## src/rtl/hamming_pkg.sv

```systemverilog
// Shared types and constants for the Hamming 16/11 receive path.
// Covers the link-health state encoding and the FIFO entry layout.
package hamming_pkg;

  localparam int DATA_W = 11;
  localparam int CODE_W = 16;

  typedef enum logic [1:0] {
    NORMAL   = 2'd0,
    DEGRADED = 2'd1,
    ALARM    = 2'd2
  } link_state_e;

  typedef struct packed {
    logic              corrected;
    logic [DATA_W-1:0] data;
  } fifo_entry_t;

endpackage

```

## src/rtl/hamming_sync_fifo.sv

```systemverilog
// First-word-fall-through synchronous FIFO with an occupancy count.
// Push while full and pop while empty are ignored; the head reads as zero when empty.
module hamming_sync_fifo #(
  parameter int DEPTH = 8,
  parameter int WIDTH = 12
) (
  input  logic             clk_i,
  input  logic             reset_i,
  input  logic             push_i,
  input  logic [WIDTH-1:0] pushData_i,
  input  logic             pop_i,
  output logic             full_o,
  output logic             empty_o,
  output logic [WIDTH-1:0] popData_o
);

  localparam int PTR_W = $clog2(DEPTH);

  logic [WIDTH-1:0] mem_q [DEPTH];
  logic [PTR_W-1:0] wrPtr_q, wrPtr_d;
  logic [PTR_W-1:0] rdPtr_q, rdPtr_d;
  logic [PTR_W:0]   count_q, count_d;
  logic             doPush;
  logic             doPop;

  assign full_o    = (count_q == (PTR_W+1)'(DEPTH));
  assign empty_o   = (count_q == '0);
  assign doPush    = push_i && !full_o;
  assign doPop     = pop_i && !empty_o;
  assign popData_o = empty_o ? '0 : mem_q[rdPtr_q];

  always_comb begin
    wrPtr_d = wrPtr_q;
    rdPtr_d = rdPtr_q;
    count_d = count_q;
    if (doPush) wrPtr_d = wrPtr_q + PTR_W'(1);
    if (doPop)  rdPtr_d = rdPtr_q + PTR_W'(1);
    if (doPush && !doPop)      count_d = count_q + (PTR_W+1)'(1);
    else if (doPop && !doPush) count_d = count_q - (PTR_W+1)'(1);
  end

  always_ff @(posedge clk_i) begin
    if (reset_i) begin
      wrPtr_q <= '0;
      rdPtr_q <= '0;
      count_q <= '0;
    end else begin
      wrPtr_q <= wrPtr_d;
      rdPtr_q <= rdPtr_d;
      count_q <= count_d;
    end
  end

  // Storage is not reset: the count alone decides which entries are live.
  always_ff @(posedge clk_i) begin
    if (doPush) mem_q[wrPtr_q] <= pushData_i;
  end

endmodule

```

## src/rtl/hamming_rx_buffer_16_11.sv

```systemverilog
// Receive buffer after the 16/11 Hamming decoder: drops uncorrectable words,
// queues good ones, keeps saturating error statistics and a sticky link alarm.
module hamming_rx_buffer_16_11
  import hamming_pkg::*;
#(
  parameter int DEPTH        = 8,
  parameter int CNT_W        = 16,
  parameter int ALARM_THRESH = 4
) (
  input  logic              i_Clk,
  input  logic              i_Reset,
  input  logic              i_Valid,
  output logic              o_Ready,
  input  logic [DATA_W-1:0] i_DecodWord,
  input  logic              i_ErrorC,
  input  logic              i_ErrorD,
  output logic              o_Valid,
  input  logic              i_Ready,
  output logic [DATA_W-1:0] o_Data,
  output logic              o_Corrected,
  output logic [CNT_W-1:0]  o_CntCorr,
  output logic [CNT_W-1:0]  o_CntDet,
  output logic              o_Alarm,
  input  logic              i_Clear
);

  localparam logic [7:0] THRESH = 8'(ALARM_THRESH);

  link_state_e      state_q, state_d;
  logic [7:0]       run_q, run_d;
  logic [7:0]       runInc;
  logic [CNT_W-1:0] cntCorr_q, cntCorr_d;
  logic [CNT_W-1:0] cntDet_q, cntDet_d;

  logic        accept;
  logic        accDet;
  logic        accClean;
  logic        fifoPush;
  logic        fifoPop;
  logic        fifoFull;
  logic        fifoEmpty;
  fifo_entry_t pushEntry;
  fifo_entry_t headEntry;

  assign accept    = i_Valid && o_Ready;
  assign accDet    = accept && i_ErrorD;
  assign accClean  = accept && !i_ErrorD;
  assign fifoPush  = accClean && (state_q != ALARM);
  assign fifoPop   = o_Valid && i_Ready;
  assign pushEntry = '{corrected: i_ErrorC, data: i_DecodWord};
  assign runInc    = (run_q >= THRESH) ? run_q : run_q + 8'd1;

  hamming_sync_fifo #(
    .DEPTH(DEPTH),
    .WIDTH($bits(fifo_entry_t))
  ) u_fifo (
    .clk_i      (i_Clk),
    .reset_i    (i_Reset),
    .push_i     (fifoPush),
    .pushData_i (pushEntry),
    .pop_i      (fifoPop),
    .full_o     (fifoFull),
    .empty_o    (fifoEmpty),
    .popData_o  (headEntry)
  );

  assign o_Ready     = !fifoFull;
  assign o_Valid     = !fifoEmpty;
  assign o_Data      = headEntry.data;
  assign o_Corrected = headEntry.corrected;
  assign o_CntCorr   = cntCorr_q;
  assign o_CntDet    = cntDet_q;
  assign o_Alarm     = (state_q == ALARM);

  // A word flagged both corrected and detected counts only as detected.
  always_comb begin
    state_d   = state_q;
    run_d     = run_q;
    cntCorr_d = cntCorr_q;
    cntDet_d  = cntDet_q;
    if (i_Clear) begin
      state_d   = NORMAL;
      run_d     = '0;
      cntCorr_d = '0;
      cntDet_d  = '0;
    end else if (accDet) begin
      if (cntDet_q != '1) cntDet_d = cntDet_q + CNT_W'(1);
      run_d = runInc;
      if (runInc >= THRESH)      state_d = ALARM;
      else if (state_q == NORMAL) state_d = DEGRADED;
    end else if (accClean) begin
      if (i_ErrorC && (cntCorr_q != '1)) cntCorr_d = cntCorr_q + CNT_W'(1);
      if (state_q != ALARM) begin
        run_d   = '0;
        state_d = NORMAL;
      end
    end
  end

  always_ff @(posedge i_Clk) begin
    if (i_Reset) begin
      state_q   <= NORMAL;
      run_q     <= '0;
      cntCorr_q <= '0;
      cntDet_q  <= '0;
    end else begin
      state_q   <= state_d;
      run_q     <= run_d;
      cntCorr_q <= cntCorr_d;
      cntDet_q  <= cntDet_d;
    end
  end

endmodule
```

## config.mk

```make
export PLATFORM = sky130hd
export DESIGN_NAME = hamming_rx_buffer_16_11
export DESIGN_NICKNAME = d
export VERILOG_FILES = /design/src/rtl/hamming_pkg.sv /design/src/rtl/hamming_sync_fifo.sv /design/src/rtl/hamming_rx_buffer_16_11.sv
export SDC_FILE = /design/constraint.sdc
export NUM_CORES = 1
export LEC_CHECK = 0
export CAP_MARGIN = 20
export CORE_MARGIN = 2
export CORE_UTILIZATION = 40
export DETAILED_ROUTE_END_ITERATION = 12
export GPL_ROUTABILITY_DRIVEN = 0
export GPL_TIMING_DRIVEN = 0
export PLACE_DENSITY = 0.6
export SETUP_SLACK_MARGIN = 0.15
export SYNTH_ARGS = -nofsm -noshare
export SYNTH_HDL_FRONTEND = slang
export SYNTH_SLANG_ARGS = --single-unit
```

## constraint.sdc

```tcl
create_clock -name i_Clk -period 3.4 [get_ports i_Clk]
set_clock_uncertainty 0.2 [all_clocks]
set_input_delay 0.68 -clock i_Clk [delete_from_list [all_inputs] [get_ports i_Clk]]
set_output_delay 0.68 -clock i_Clk [all_outputs]
set_load 0.02 [all_outputs]
```

* Word-level counts from Yosys, hierarchy flattened
Memories as Yosys holds them, arrays and structs flattened. A register that Yosys moved wholly into a read port is not among the register bits. Cells that the tools add are included. Widths: inputs -> output; s select.
Operators by class: $add $sub $neg 7, $lt $le $gt $ge 2, equality and inequality tests 6, multiplexer cells 16, bitwise gates (word level) 1, reduce and logical (&&, ||, !) cells 25
Operators with widths (number):
- $add 16x1->16 const B | 2
- $mux 8 | 4
- $ne 16x16->1 const B | 2
- $ge 8x3->1 const B | 2
- $mux 12 | 1
- $logic_and 1x1->1 | 10
- $mux 2 | 5
- $add 8x1->8 const B | 1
- $mux 4 | 2
- $add 3x1->3 const B | 2
- $mux 3 | 2
- $reduce_and 3->1 | 2
- $reduce_bool 2->1 | 3
- $logic_not 1->1 | 5
- $add 4x1->4 const B | 1
- $eq 4x4->1 const B | 1
- $logic_not 4->1 | 1
- $reduce_and 2->1 | 2
- $sub 4x1->4 const B | 1
- $ne 3x1->1 const B | 1
- $eq 2x2->1 const B | 1
- $logic_not 2->1 | 1
- $mux 1 | 2
- $ne 2x2->1 const B | 1
- 2 further kinds | 2
Word-level totals: flip-flop bits (word level) 52, RAM bits 96, bits of input ports 18, output and inout port bits 47, logic and storage cells 65, memories kept 1
Memory list:
- u_fifo.mem_q | depth 8, bits a word 12, read ports 1, clocked after memory_dff 1, write ports 1, RTL line hamming_sync_fifo.sv:19 | logic [WIDTH-1:0] mem_q [DEPTH];

* Depth between registers and ports, before layout
word-level depth 10, mapped depth 11, gate-level depth less buffers 11

* Cells and area by module
A second synthesis with hierarchy kept.
Second synthesis, totals: cell total of the unflattened synthesis 485, area, all modules 6592.6 µm²
By module, submodules not included:
- hamming_sync_fifo | instances 1, cells an instance 224, area each 4340.4 µm², sequential area each 3143.0 µm²
- hamming_rx_buffer_16_11 | instances 1, cells an instance 261, area each 2252.2 µm², sequential area each 840.8 µm²

* Least setup slack after synthesis
Ideal clock, no wire load.
path type register to register, start point reg u_fifo.count_q[0], end point reg u_fifo.count_q[3], setup time 70 ps, arrival 2590 ps, data required time 3130 ps, path slack 541 ps, stages on the path, launching flop included 12, buffers on the path 0, clock period less this slack 2859 ps, cells stage by stage dfxtp_1 > nor4_1 > inv_1 > nand2_1 > ha_1 > inv_1 > ha_1 > a21o_1 > a21oi_1 > xnor2_1 > or3_1 > a21oi_1
Between the ends: elaborated cells on any way between the ends 19, classes of those cells add/sub (2); eq/ne (1); mux (2); reduce/logical (14)
RTL lines:
- from (decl) | RTL line hamming_sync_fifo.sv:22 | logic [PTR_W:0] count_q, count_d;
- from (signal assigned) | RTL line hamming_sync_fifo.sv:50 | count_q <= count_d;
- $logic_not 4->1 (*) | RTL line hamming_sync_fifo.sv:27 | assign empty_o = (count_q == '0);
- $logic_not 1->1 (*) | RTL line hamming_rx_buffer_16_11.sv:68 | assign o_Valid = !fifoEmpty;
- via o_Valid | RTL line hamming_rx_buffer_16_11.sv:17 | output logic o_Valid,
- $logic_and 1x1->1 | RTL line hamming_rx_buffer_16_11.sv:49 | assign fifoPop = o_Valid && i_Ready;
- $logic_and 1x1->1 (*) | RTL line hamming_sync_fifo.sv:29 | assign doPop = pop_i && !empty_o;
- $logic_not 1->1 | RTL line hamming_sync_fifo.sv:38 | if (doPush && !doPop) count_d = count_q + (PTR_W+1)'(1);
- $logic_and 1x1->1 | RTL line hamming_sync_fifo.sv:38
- $mux 4 or $reduce_bool 2->1 (tied branches)
Mark *: on every way through the listed nets, which the timed path passes. The rest lies on a longest branch. The select of a mux whose other input is x is not followed. A chain may end at the register's enable or synchronous reset.

* Worst setup path after layout
start point in i_Valid, end point reg u_fifo.count_q[3]
Between the ends: cells in the longest elaborated chain, start to end 7, elaborated cells on any way between the ends 9, classes of those cells mux (1); reduce/logical (8)
RTL lines:
- from (decl) | RTL line hamming_rx_buffer_16_11.sv:12 | input logic i_Valid,
- $logic_and 1x1->1 (*) | RTL line hamming_rx_buffer_16_11.sv:45 | assign accept = i_Valid && o_Ready;
- $logic_and 1x1->1 (*) | RTL line hamming_rx_buffer_16_11.sv:47 | assign accClean = accept && !i_ErrorD;
- $logic_and 1x1->1 (*) | RTL line hamming_rx_buffer_16_11.sv:48 | assign fifoPush = accClean && (state_q != ALARM);
- $logic_and 1x1->1 (*) | RTL line hamming_sync_fifo.sv:28 | assign doPush = push_i && !full_o;
- via u_fifo.doPush | RTL line hamming_sync_fifo.sv:23 | logic doPush;
- $logic_not 1->1 | RTL line hamming_sync_fifo.sv:39 | else if (doPop && !doPush) count_d = count_q - (PTR_W+1)'(1);
- $logic_and 1x1->1 | RTL line hamming_sync_fifo.sv:39
- $reduce_bool 2->1 (no line)
Mark *: on every way through the listed nets, which the timed path passes. The rest lies on a longest branch.

==> reports/metrics.csv <==
metric,value,unit
status,completed,
cts_hold_buf,0,
cts_root_buf,clkbuf_16,
cp_num_cells,10,
r2r_cells,10,
peakVddDrop,0.339,mV
hp-class,reg2reg,
die_w,129,um
ff2ff_setup_slack,360,ps
critPathMaxFanout,8,
postSynth.asyncResetShare,0,%
final_cell_mix,"edfxtp_1 (96), nor2_1 (70), dfxtp_1 (55)",
crit_path_cell_trace,clkdlybuf4s50_1 -> nor4b_4 -> ha_1 -> inv_1 -> ha_1 -> a21o_1 -> a21oi_1 -> xnor2_1 -> or3_1 -> a21oi_1,
worstSetupStartpoint,i_Valid,
synth_top_area_share,46.0,%
grt_use_total,16.8,%
mostFrequentLayoutCell,edfxtp_1,
slew_viol_final,0,
yosysSeqAreaShare,63.6,%
rsz0062_at_grt,yes,
grt_pass1_wl,21000,um
slowest_delay,610,ps
synth_top_cell_by_area,edfxtp_1,
maxCapViolCount,0,
core-area,15300,sq um
worst_slack,253,ps
p_leak,2.67,nW
worstPathRequired,3550,ps
yosys_register_bits,151,
synthTopCellsByArea,"edfxtp_1 (46%), dfxtp_1 (18%), mux4_2 (8.6%)",
io_buffers,64,
worstPathArrival,3300,ps
clk_pin_slew,60,ps
endpoint,u_fifo.count_q[3]$_SDFFE_PP0P_,
syn_nets,474,
synth_cell_types,48,
initial_core_util,41.0,%
multiInputGateArea,2200,sq um
pre_cts_ws,-232,ps
cts_max_level,4,
die_h,129,um
ant_nets,0,
worstReg2RegStart,u_fifo.count_q[0]$_SDFFE_PP0P_,
yosys_warnings,0,
fp-row-count,45,
whs,260,ps
antenna_found_initial,0,
drive_gt1_share,16.0,%
drcViolationCount,0,
setup_viol,0,
period_minus_slack,3150,ps
start_kind,input pin,
layout.nets,565,
setup.worst_path.class,in2reg,
total_power,5.05,mW
routed_wl,13000,um
ys.flop_type,edfxtp_1,
hold_violations,0,
gr-total-overflow,0,
ios,65,
nFillCells,1321,
vias_per_cell,5.05,
critPathBufInv,2,
register_area,3980,sq um
clk_path_buf_depth,2,
cts_made_buffers,17,
area_growth,25.6,%
worstMarginPinSlew,774,ps
dp_hpwl,8750,um
drtIter0Drc,249,
slew_headroom,48.1,%
avgSynthCellArea,14.0,sq um
antennaDiodeCount,0,
power_density,642,nW/um^2
cts_post_setup_buffers_inserted,0,
wl_per_cell,17.0,um
netlist_area,6260,sq um
path_delay_family,simple AND/OR/NAND/NOR gates,
cp-end-kind,flip-flop,
clock_sinks,151,
grt_max_degree,17,
dieArea,16700,sq um
fin_crit_sh,92.6,%
vias,3840,
dr.pass1.iters,4,
synth-edff-count,96,
max_freq,318,MHz
crit_slowest_cell,clkdlybuf4s50_1,
grt_pass1_vias,3979,
clk_latency,410,ps
min_from,run_q[6]$_SDFFE_PP0P_,
reg2reg_to,u_fifo.count_q[3]$_SDFFE_PP0P_,
cts_tree,yes,
synthCells,446,
==> power by group <==
part | internal [mW] | switching, mW | leakage, nW
sequential | 2.02 | 0.0578 | 1.31
clock | 1.02 | 0.767 | 0.280
combinational | 0.556 | 0.632 | 1.08
==> area by class of cell <==
cell class | count | share of cell area, %
repair buffers | 72 | 9.15
flip-flops and latches | 151 | 50.7
clock inverters | 15 | 1.80
multi-input cells | 272 | 28.0
well taps | 211 | 3.36
clock buffers | 17 | 5.41
plain buffers | 15 | 1.24
inverters | 8 | 0.382
==> cell families (layout without fill, tap and decap cells) <==
kind of cell,after synthesis,after routing,share of synthesized area (%)
flip-flops,151,151,63.6
AND/OR/NAND/NOR,163,163,14.1
multiplexers,40,40,11.2
adder cells (fa/ha/maj),10,10,2.12
buffers and inverters,23,127,1.46
XOR/XNOR,33,33,4.62
AO/OA/AOI/OAI,26,26,2.84
==> sequential cells by signal (all words and copies together), names as in the netlist, named ones only <==
register / count
o_CntCorr: 16
o_CntDet: 16
run_q: 8
state_q: 2
u_fifo.count_q: 4
u_fifo.mem_q: 96
u_fifo.rdPtr_q: 3
u_fifo.wrPtr_q: 3
==> metrics by stage <==
stage | std cells | area [sq um] | TNS (ps) | utilization [%]
2_1_floorplan | 446 | 6260 | 0 | -
3_3_place_gp | 721 | 7170 | -43070 | 47.0
3_5_place_dp | 729 | 7260 | -823 | 47.6
4_1_cts | 761 | 7860 | 0 | 51.5
5_1_grt | 761 | 7860 | -9.10 | 51.5
6_report | 761 | 7860 | 0 | 51.5
==> repair_timing <==
action,CTS,global route
hold endpoints to repair,0,0
setup endpoints to repair,12,3
gates resized for setup,25,2
pin swaps,0,1
==> synth_stat cells, types with 2 or more instances <==
| cell | number |
|---|---|
| dfxtp_1 | 55 |
| nand3_1 | 10 |
| ha_1 | 9 |
| a21oi_1 | 9 |
| xnor2_1 | 11 |
| nor4b_2 | 2 |
| nor3b_1 | 2 |
| o21ai_0 | 5 |
| buf_2 | 4 |
| nor3_1 | 5 |
| nor2_1 | 70 |
| xor2_1 | 22 |
| mux4_2 | 24 |
| buf_1 | 3 |
| o211ai_1 | 2 |
| nor3_2 | 2 |
| nor4b_4 | 2 |
| inv_1 | 7 |
| nand2b_1 | 5 |
| and4_1 | 4 |
| nor4_1 | 5 |
| nand3b_1 | 2 |
| mux2i_1 | 16 |
| nor4b_1 | 2 |
| or2_2 | 3 |
| nand4b_1 | 3 |
| and3_1 | 4 |
| and2_1 | 6 |
| nand2_1 | 20 |
| o21a_1 | 2 |
| edfxtp_1 | 96 |
| nand4_1 | 11 |
| clkbuf_1 | 8 |
==> worst reg2reg max path: stages (launching register included) <==
cell and delay (ps):
dfxtp_1 390, nor4b_4 720, nor4b_4 180, ha_1 250, inv_1 110, ha_1 240, a21o_1 180, a21oi_1 170
xnor2_1 90, or3_1 310, a21oi_1 140
==> worst min-delay path by stage <==
stage                                 end  depth (start not counted)
global placement    run_q[3]$_SDFFE_PP0P_                          1
finish              run_q[6]$_SDFFE_PP0P_                          1
CTS                 run_q[3]$_SDFFE_PP0P_                          1
floorplan           run_q[3]$_SDFFE_PP0P_                          1
detailed placement  run_q[3]$_SDFFE_PP0P_                          1
global route        run_q[4]$_SDFFE_PP0P_                          1
==> routing by layer <==
| layer | vias up | GRT usage [%] | wire length (um) |
|---|---|---|---|
| li1 | 1852 | - | - |
| met1 | 1898 | 22.5 | 6140 |
| met2 | 78 | 26.4 | 6110 |
| met3 | 12 | 4.87 | 562 |
| met4 | 0 | 5.43 | 144 |
| met5 | - | 0 | 0 |
Note: power is estimated with default switching activity, not from simulation.
==> RTL change, RTL diff (same settings) <==
`DATA_W`: 11 -> 13.
--- a/src/rtl/hamming_pkg.sv
+++ b/src/rtl/hamming_pkg.sv
@@ -3,5 +3,5 @@
 package hamming_pkg;
 
-  localparam int DATA_W = 11;
+  localparam int DATA_W = 13;
   localparam int CODE_W = 16;
 
Interface: changed (resized i_DecodWord and o_Data); port bits go from 65 to 69. No check against the original RTL was run, so the function may have changed too.
==> RTL change against the original RTL <==
Cell area grew 12%; sequential cell count grew 16; synthesized area grew 13%; worst setup slack gained 0.015 ns; die area grew 12%; final cell count grew 11%; wire length grew 19%; total power grew 6.7%; worst hold slack gained 0.024 ns; critical path type is now reg -> out.
==> RTL change: results (changes against the original RTL) <==
Drt:
- The sum of met2 wire segment lengths after detailed routing is 7.40 mm (+21%).
- The total number of vias was 4,670 (+22%).
- The iteration-0 DRC count of the detailed router is 264 (+6.0%).
- The final routed wirelength across all metal layers is 15.5 mm (+19%).
- The average detailed-routed wire length per instance is 18.4 um (+7.8%).
- The routed length on met3 is 679 um (+21%).

Place:
- The standard cell area after detailed placement came to 8140 um^2 (+12%).
- The number of buffer cells added on primary ports is 68 (+6.3%).
- The placement-stage worst setup slack is -0.443 ns (-0.211 ns).
- The half-perimeter wire length after placement came to 10.3 mm (+18%).
- The cell count after placement came to 804 (+10%).

Setup path:
- The gate family responsible for the most delay along the worst path is buffers and inverters.
- The worst reg-to-reg path cell count is 11 (+1).
- The reg-to-reg critical path startpoint is u_fifo.count_q[2].
- The data arrival time of the critical path is 2.25 ns (-1.05 ns).
- The largest stage delay on the critical path is 0.52 ns (-0.09 ns).
- The worst setup slack for register-to-register paths is 0.33 ns (-0.03 ns).

Synthesis:
- Sorting the synthesized cells by area gives the leading types as sky130_fd_sc_hd__edfxtp_1, sky130_fd_sc_hd__dfxtp_1, sky130_fd_sc_hd__mux4_2.
- The number of enable flip-flop cells after synthesis is 112 (+17%).
- The number of unique standard cell types used by synthesis came to 56 (+17%).
- The net count after synthesis is 535 (+13%).
- The commonest cells after synthesis are sky130_fd_sc_hd__edfxtp_1, sky130_fd_sc_hd__dfxtp_1, sky130_fd_sc_hd__nor2_1.
- The number of standard cells after synthesis came to 505 (+13%).

Final layout:
- The final net count is 635 (+12%).
- The number of inserted filler cells in the final layout is 1,485 (+12%).
- The share of post-route cells with drive strength above 1 came to 17.3% (+1.3 points).
- The flip-flop count of the largest register after layout is 112 (+17%).

Worst hold path:
- The startpoint of the worst hold path is run_q[7].
- The path class of the tightest hold or removal check is reg -> reg.
- The endpoint of the worst hold-timing path is run_q[7].

GRT:
- The global-route wire length before repair came to 24.6 mm (+17%).
- The global-route track usage on met3 was 3.85% (-1.0 points).
- The met2 global-route usage is 27.8% (+1.4 points).
- The via count of the first global-routing pass came to 4,602 (+16%).
- The pin count of the biggest net entering global routing came to 19 (+2).
- The routing usage on met1 came to 23.6% (+1.1 points).

STA:
- The post-route worst hold slack came to 0.284 ns (+0.0240 ns).
- The remaining max-slew budget at the tightest pin came to 34.8% (-13 points).

Power:
- The switching fraction of total power came to 29.3% (+0.52 points).
- The largest voltage drop on the vdd net was 0.419 mV (+24%).
- The static leakage is 0.00290 uW (+8.6%).

Clocking:
- The number of resized instances in the post-cts repair step was 34 (+36%).
- The clock latency on the worst-skew pair was 0.43 ns (+0.02 ns).
- The post-CTS setup repair buffer count was 3 (+3).

Run status:
- The run finished with clean final reports.
## RTL change: cell types whose count changed in the layout (fill, tap and decap cells not counted), sizes merged, moves of 7 or more
cell	unedited run	this run
a21oi	9	30
and3	4	11
edfxtp	96	112
inv	15	23
nor2	70	34
o31ai	1	18
or3	1	10
or4	0	17
xnor2	11	1
xor2	22	3
## RTL change: cells by family after synthesis
| family | share of synthesized area, % |
|---|---|
| buffers and inverters | 2.13 |
| XOR/XNOR | 0.496 |
| AO/OA/AOI/OAI | 6.94 |
| flip-flops | 63.2 |
| AND/OR/NAND/NOR | 13.6 |
| adder cells (fa/ha/maj) | 1.88 |
| multiplexers | 11.8 |
## RTL change: worst max path at each step
| stage | startpoint | to | cells past startpoint |
|---|---|---|---|
| floorplan | u_fifo.count_q[0] | u_fifo.count_q[3] | 10 |
| global route | flop | o_Data[7] | 6 |
| global placement | i_ErrorD | u_fifo.mem_q[2][4] | 5 |
| finish | flop | o_Corrected | 6 |
| CTS | flop | o_Data[12] | 6 |
| detailed placement | i_Valid | u_fifo.count_q[3] | 10 |
## RTL change: layout make-up
| type | count | area, um^2 | area share (%) |
|---|---|---|---|
| plain buffers | 19 | 153 | 1.73 |
| clock buffers | 17 | 425 | 4.82 |
| clock inverters | 15 | 154 | 1.74 |
| inverters | 14 | 52.6 | 0.596 |
| multi-input cells | 305 | 2500 | 28.3 |
| flip-flops and latches | 167 | 4470 | 50.6 |
| well taps | 225 | 282 | 3.19 |
| repair buffers | 81 | 790 | 8.95 |
## RTL change: power by group through the flow
stage / clock network (uW) / logic, uW / registers, uW
floorplan: 0 / 796 / 2310
global placement: 0 / 1210 / 2320
detailed placement: 0 / 1240 / 2320
CTS: 1900 / 1250 / 2280
global route: 1980 / 1350 / 2290
finish: 1870 / 1240 / 2280
